`src/rtl/nibble_serial_subtractor.sv`:
```
// Nibble-serial subtractor: diff = x - y - bin, one 4-bit borrow-ripple slice per clock, LSB first.
// Optional NIBBLE_SUB_OVF_EN adds a registered signed-overflow flag (ovf) loaded with bout.

module nss_bit_cell (
  input  logic i_a,
  input  logic i_b,
  input  logic i_br,
  output logic o_d,
  output logic o_br
);
  assign o_d  = i_a ^ i_b ^ i_br;
  assign o_br = (~i_a & i_b) | ((~i_a | i_b) & i_br);
endmodule

module nss_slice (
  input  logic [3:0] i_a,
  input  logic [3:0] i_b,
  input  logic       i_br,
  output logic [3:0] o_d,
  output logic       o_br
);
  logic [4:0] w_chain;

  assign w_chain[0] = i_br;

  genvar g;
  generate
    for (g = 0; g < 4; g++) begin : g_bit
      nss_bit_cell u_cell (
        .i_a  (i_a[g]),
        .i_b  (i_b[g]),
        .i_br (w_chain[g]),
        .o_d  (o_d[g]),
        .o_br (w_chain[g+1])
      );
    end
  endgenerate

  assign o_br = w_chain[4];
endmodule

module nibble_serial_subtractor #(
  parameter int WIDTH = 16
) (
  input  logic             clk,
  input  logic             rst,
  input  logic             in_valid,
  output logic             in_ready,
  input  logic [WIDTH-1:0] x,
  input  logic [WIDTH-1:0] y,
  input  logic             bin,
  output logic             out_valid,
  input  logic             out_ready,
  output logic [WIDTH-1:0] diff,
  output logic             bout
`ifdef NIBBLE_SUB_OVF_EN
  ,
  output logic             ovf
`endif
);
  localparam int NIBBLES = WIDTH / 4;
  localparam int CW      = (NIBBLES > 1) ? $clog2(NIBBLES) : 1;

  typedef enum logic [1:0] {
    S_IDLE = 2'd0,
    S_RUN  = 2'd1,
    S_DONE = 2'd2
  } state_t;

  state_t           r_state;
  logic             r_in_ready;
  logic             r_out_valid;
  logic [WIDTH-1:0] r_x;
  logic [WIDTH-1:0] r_y;
  logic             r_br;
  logic [CW-1:0]    r_cnt;
  logic [WIDTH-1:0] r_diff;
  logic             r_bout;
`ifdef NIBBLE_SUB_OVF_EN
  logic             r_ovf;
`endif

  logic [3:0]    w_a;
  logic [3:0]    w_b;
  logic [3:0]    w_d;
  logic          w_bo;
  logic [CW+1:0] w_base;
  logic          w_last;

  // Nibble base index is cnt*4, built by concatenation to keep the select width exact.
  assign w_base = {r_cnt, 2'b00};
  assign w_a    = r_x[w_base +: 4];
  assign w_b    = r_y[w_base +: 4];
  assign w_last = (r_cnt == CW'(NIBBLES - 1));

  nss_slice u_slice (
    .i_a  (w_a),
    .i_b  (w_b),
    .i_br (r_br),
    .o_d  (w_d),
    .o_br (w_bo)
  );

  always_ff @(posedge clk) begin
    if (rst) begin
      r_state     <= S_IDLE;
      r_in_ready  <= 1'b1;
      r_out_valid <= 1'b0;
      r_x         <= '0;
      r_y         <= '0;
      r_br        <= 1'b0;
      r_cnt       <= '0;
      r_diff      <= '0;
      r_bout      <= 1'b0;
`ifdef NIBBLE_SUB_OVF_EN
      r_ovf       <= 1'b0;
`endif
    end else begin
      case (r_state)
        S_IDLE: begin
          if (in_valid) begin
            r_x        <= x;
            r_y        <= y;
            r_br       <= bin;
            r_cnt      <= '0;
            r_state    <= S_RUN;
            r_in_ready <= 1'b0;
          end
        end
        S_RUN: begin
          r_diff[w_base +: 4] <= w_d;
          r_br                <= w_bo;
          r_cnt               <= r_cnt + 1'b1;
          if (w_last) begin
            r_bout      <= w_bo;
`ifdef NIBBLE_SUB_OVF_EN
            // Signed overflow: operand signs differ and the result sign departs from x.
            r_ovf       <= (r_x[WIDTH-1] != r_y[WIDTH-1]) && (w_d[3] != r_x[WIDTH-1]);
`endif
            r_state     <= S_DONE;
            r_out_valid <= 1'b1;
          end
        end
        S_DONE: begin
          if (out_ready) begin
            r_state     <= S_IDLE;
            r_out_valid <= 1'b0;
            r_in_ready  <= 1'b1;
          end
        end
        default: begin
          r_state     <= S_IDLE;
          r_out_valid <= 1'b0;
          r_in_ready  <= 1'b1;
        end
      endcase
    end
  end

  assign in_ready  = r_in_ready;
  assign out_valid = r_out_valid;
  assign diff      = r_diff;
  assign bout      = r_bout;
`ifdef NIBBLE_SUB_OVF_EN
  assign ovf       = r_ovf;
`endif

endmodule
```
`config.mk`:
```
export PLATFORM = sky130hd
export DESIGN_NAME = nibble_serial_subtractor
export DESIGN_NICKNAME = d
export VERILOG_FILES = /design/src/rtl/nibble_serial_subtractor.sv
export SDC_FILE = /design/constraint.sdc
export NUM_CORES = 1
export LEC_CHECK = 0
export ABC_AREA = 1
export BUFFER_PORTS_ARGS = -buffer_cell sky130_fd_sc_hd__clkbuf_2
export CORE_UTILIZATION = 40
export CTS_CLUSTER_DIAMETER = 60
export CTS_CLUSTER_SIZE = 28
export DETAILED_ROUTE_END_ITERATION = 10
export GPL_TIMING_DRIVEN = 0
export PLACE_DENSITY_LB_ADDON = 0.15
export SKIP_CTS_REPAIR_TIMING = 1
export SYNTH_ARGS = -nofsm -noshare
export SYNTH_HDL_FRONTEND = slang
export SYNTH_HIERARCHICAL = 1
export SYNTH_SLANG_ARGS = --single-unit
```
`constraint.sdc`:
```
create_clock -name clk -period 5.1 [get_ports clk]
set_input_delay 1.02 -clock clk [delete_from_list [all_inputs] [get_ports clk]]
set_output_delay 1.02 -clock clk [all_outputs]
set_load 0.02 [all_outputs]
```
==> results.yml <==
sta:
  fin_setup_tns_ps: 0
  post-route-period-util: 0.697
  setup_violations: 0
  fmax_ghz: 0.281
  relSlewSlack: 0.709
  fin_worst_skew_ps: 11.4
  worst_slew_pin_slew_ps: 437
  min_period_ps: 3550
  grt_setup_unrepaired: "no"
  finalMaxSlewViolations: 0
  hold_viol_final: 0
setup_path:
  r2r_cells: 15
  crit_fanout: 10
  worstReg2RegStart: "r_cnt[0]"
  reg2reg_slack_ps: 1550
  crit_arrival_ps: 3810
  critPathCaptureType: "flop"
  startpoint: "r_cnt[0]"
  required_ps: 5350
  crit_chain: "buf_4 -> inv_1 -> buf_2 -> o21ai_0 -> o22ai_1 -> inv_1 -> fa_1 -> fa_1 -> fa_1 -> fa_1 -> inv_1 -> nand2_1 -> nor2_1 -> nand2_1 -> a21oi_1"
  critPathMostFrequentCell: "fa_1"
  cp_slowest_stage_delay_ps: 450
  r2r-end: "diff[15]"
  crit_slowest_cell: "fa_1"
  critical_path.startpoint_type: "flop"
  critical_path_class: "flop to flop"
grt:
  use_met2: 0.308
  grt_pass1_wl_um: 9580
  grtUsageMet1: 0.242
  antenna_found_initial: 0
  grt-ovfl-total: 0
  grt_max_degree: 17
  track_usage: 0.187
  top_usage_layer: "met2"
  first_global_vias: 2163
  met3_usage: 0.0389
routing:
  drtPass1Iterations: 4
  drc: 0
  wl_per_cell_um: 11.8
  via_per_inst: 4.81
  drt_iter0_drc: 102
  ant_nets: 0
  routed_wl_um: 5670
  via_count: 2315
yosys:
  synthTopCellsByArea: "dfxtp_1 44%, nor2_1 13%, o21ai_0 8.6%"
  synth.most_common_cell: "nor2_1"
  seq_area_frac_synth: 0.438
  yosysUniqueCellTypes: 24
  synth_ff_type: "dfxtp_1"
  synth_area_per_cell_um2: 7.44
  synth_area_mm2: 0.00256
  synth_edf_count: 0
  ys_warn_count: 6
  netlist_top_cells_count: "90 x nor2_1, 56 x dfxtp_1, 50 x nand2_1"
  synth-seq-cells: 56
  syn-num-nets: 391
  synth_top_area_cell: "dfxtp_1"
  ys_async_sr_fraction: 0
  yosysTopAreaCellShare: 0.438
  syn-instance-count: 344
hold_path:
  hold_end: "diff[5]"
  min_path_type: "flop to flop"
  worstHoldStart: "diff[5]"
  whs_path_depth: 2
place:
  port_buffers: 54
  place_congestion: 0.804
  dp_hpwl_um: 4340
clocking:
  clk_pin_slew_ps: 100
  cts_buffers: 5
  clock_sinks: 56
  cts_tree: "done"
  clockBufferDepth: 2
  clock_latency_ps: 310
  cts-root-buf: "clkbuf_8"
  htree_levels: 2
cells_and_area:
  diodes: 0
  fill_cells: 669
  final_nets: 452
  drive_gt1_frac: 0.207
  area_growth_pct: 18.4
power_and_ir_drop:
  ir_drop_mv: 0.199
  power.density_mw_per_mm2: 318
  leakage_nw: 1.36
  power_w: 0.000965
floorplan:
  dieArea_mm2: 0.00672
  io_pins: 56
  rows: 28
  die_h_um: 82.0
  core_mm2: 0.00606
  start_util: 0.422
  die_w_um: 82.0
status:
  outcome: "complete, no violations"
run:
  drv_cap: 0
==> registers in the layout, summed over array words and instances (netlist names) <==
| signal | count |
|---|---|
| bout | 1 |
| diff | 16 |
| in_ready | 1 |
| out_valid | 1 |
| r_br | 1 |
| r_cnt | 2 |
| r_state | 2 |
| r_x | 16 |
| r_y | 16 |
==> area by class of cell <==
| type | instances | area [um^2] | share of cell area |
|---|---|---|---|
| multi-input combinational | 246 | 1210 | 0.400 |
| sequential | 56 | 1120 | 0.370 |
| timing repair buffer | 54 | 270 | 0.0892 |
| buffer | 18 | 133 | 0.0438 |
| tap | 75 | 93.8 | 0.0310 |
| inverter | 24 | 92.6 | 0.0306 |
| clock buffer | 6 | 72.6 | 0.0239 |
| clock inverter | 2 | 35.0 | 0.0116 |
==> cell usage in the layout, fill, tap and decap left out <==
master	instances
a21oi_1	21
and2_1	1
buf_1	1
buf_2	4
buf_4	2
buf_6	7
bufinv_16	1
clkbuf_1	5
clkbuf_2	54
clkbuf_8	5
clkinv_2	1
dfxtp_1	56
fa_1	4
ha_1	6
inv_1	21
inv_2	2
inv_4	1
nand2_1	50
nand2_4	1
nand3_1	4
nand3_2	3
nand4_1	4
nor2_1	90
nor2_2	1
nor2_4	2
o21ai_0	44
o21ai_1	7
o22ai_1	8
==> logic make-up after synthesis <==
group,count (synthesis),synth area share
simple gates,156,0.253
compound gates,80,0.160
flops,56,0.438
buf+inv,42,0.0880
fa+ha+maj,10,0.0606
==> power breakdown <==
group          switching (W)  internal, W  total, W
combinational       0.000122    0.0000753  0.000197
sequential         0.0000157     0.000466  0.000482
clock               0.000140     0.000146  0.000286
total               0.000278     0.000687  0.000965
==> layer usage <==
layer | wire length, um | share of wire
met5 | 0 | 0
met4 | 80 | 0.014
met3 | 205 | 0.036
met2 | 2550 | 0.45
met1 | 2830 | 0.50
==> critical path, delay by kind of cell, from the launching register on <==
kind,cells,cell delay [ps]
AOI/OAI and AO/OA,3,380
adders and majority gates,4,1670
buffers and inverters,5,790
DFF,1,360
and+or+nand+nor,3,310
==> metrics by stage <==
stage	std cells	cell area [um^2]	utilization	setup slack, ps	hold slack [ps]
6_report	481	3030	0.500	1550	471
2_1_floorplan	344	2560	-	1960	449
3_5_place_dp	473	2920	0.482	1590	455
3_3_place_gp	473	2920	0.482	1640	445
4_1_cts	481	3030	0.500	1570	474
5_1_grt	481	3030	0.500	1290	494
==> worst max path at each step <==
stage | to | cells after the start
2_1_floorplan | diff[7] | 15
3_3_place_gp | diff[7] | 15
3_5_place_dp | diff[7] | 14
4_1_cts | diff[7] | 15
5_1_grt | diff[15] | 15
6_report | diff[15] | 15
Note: power is estimated with default switching activity, not from simulation.
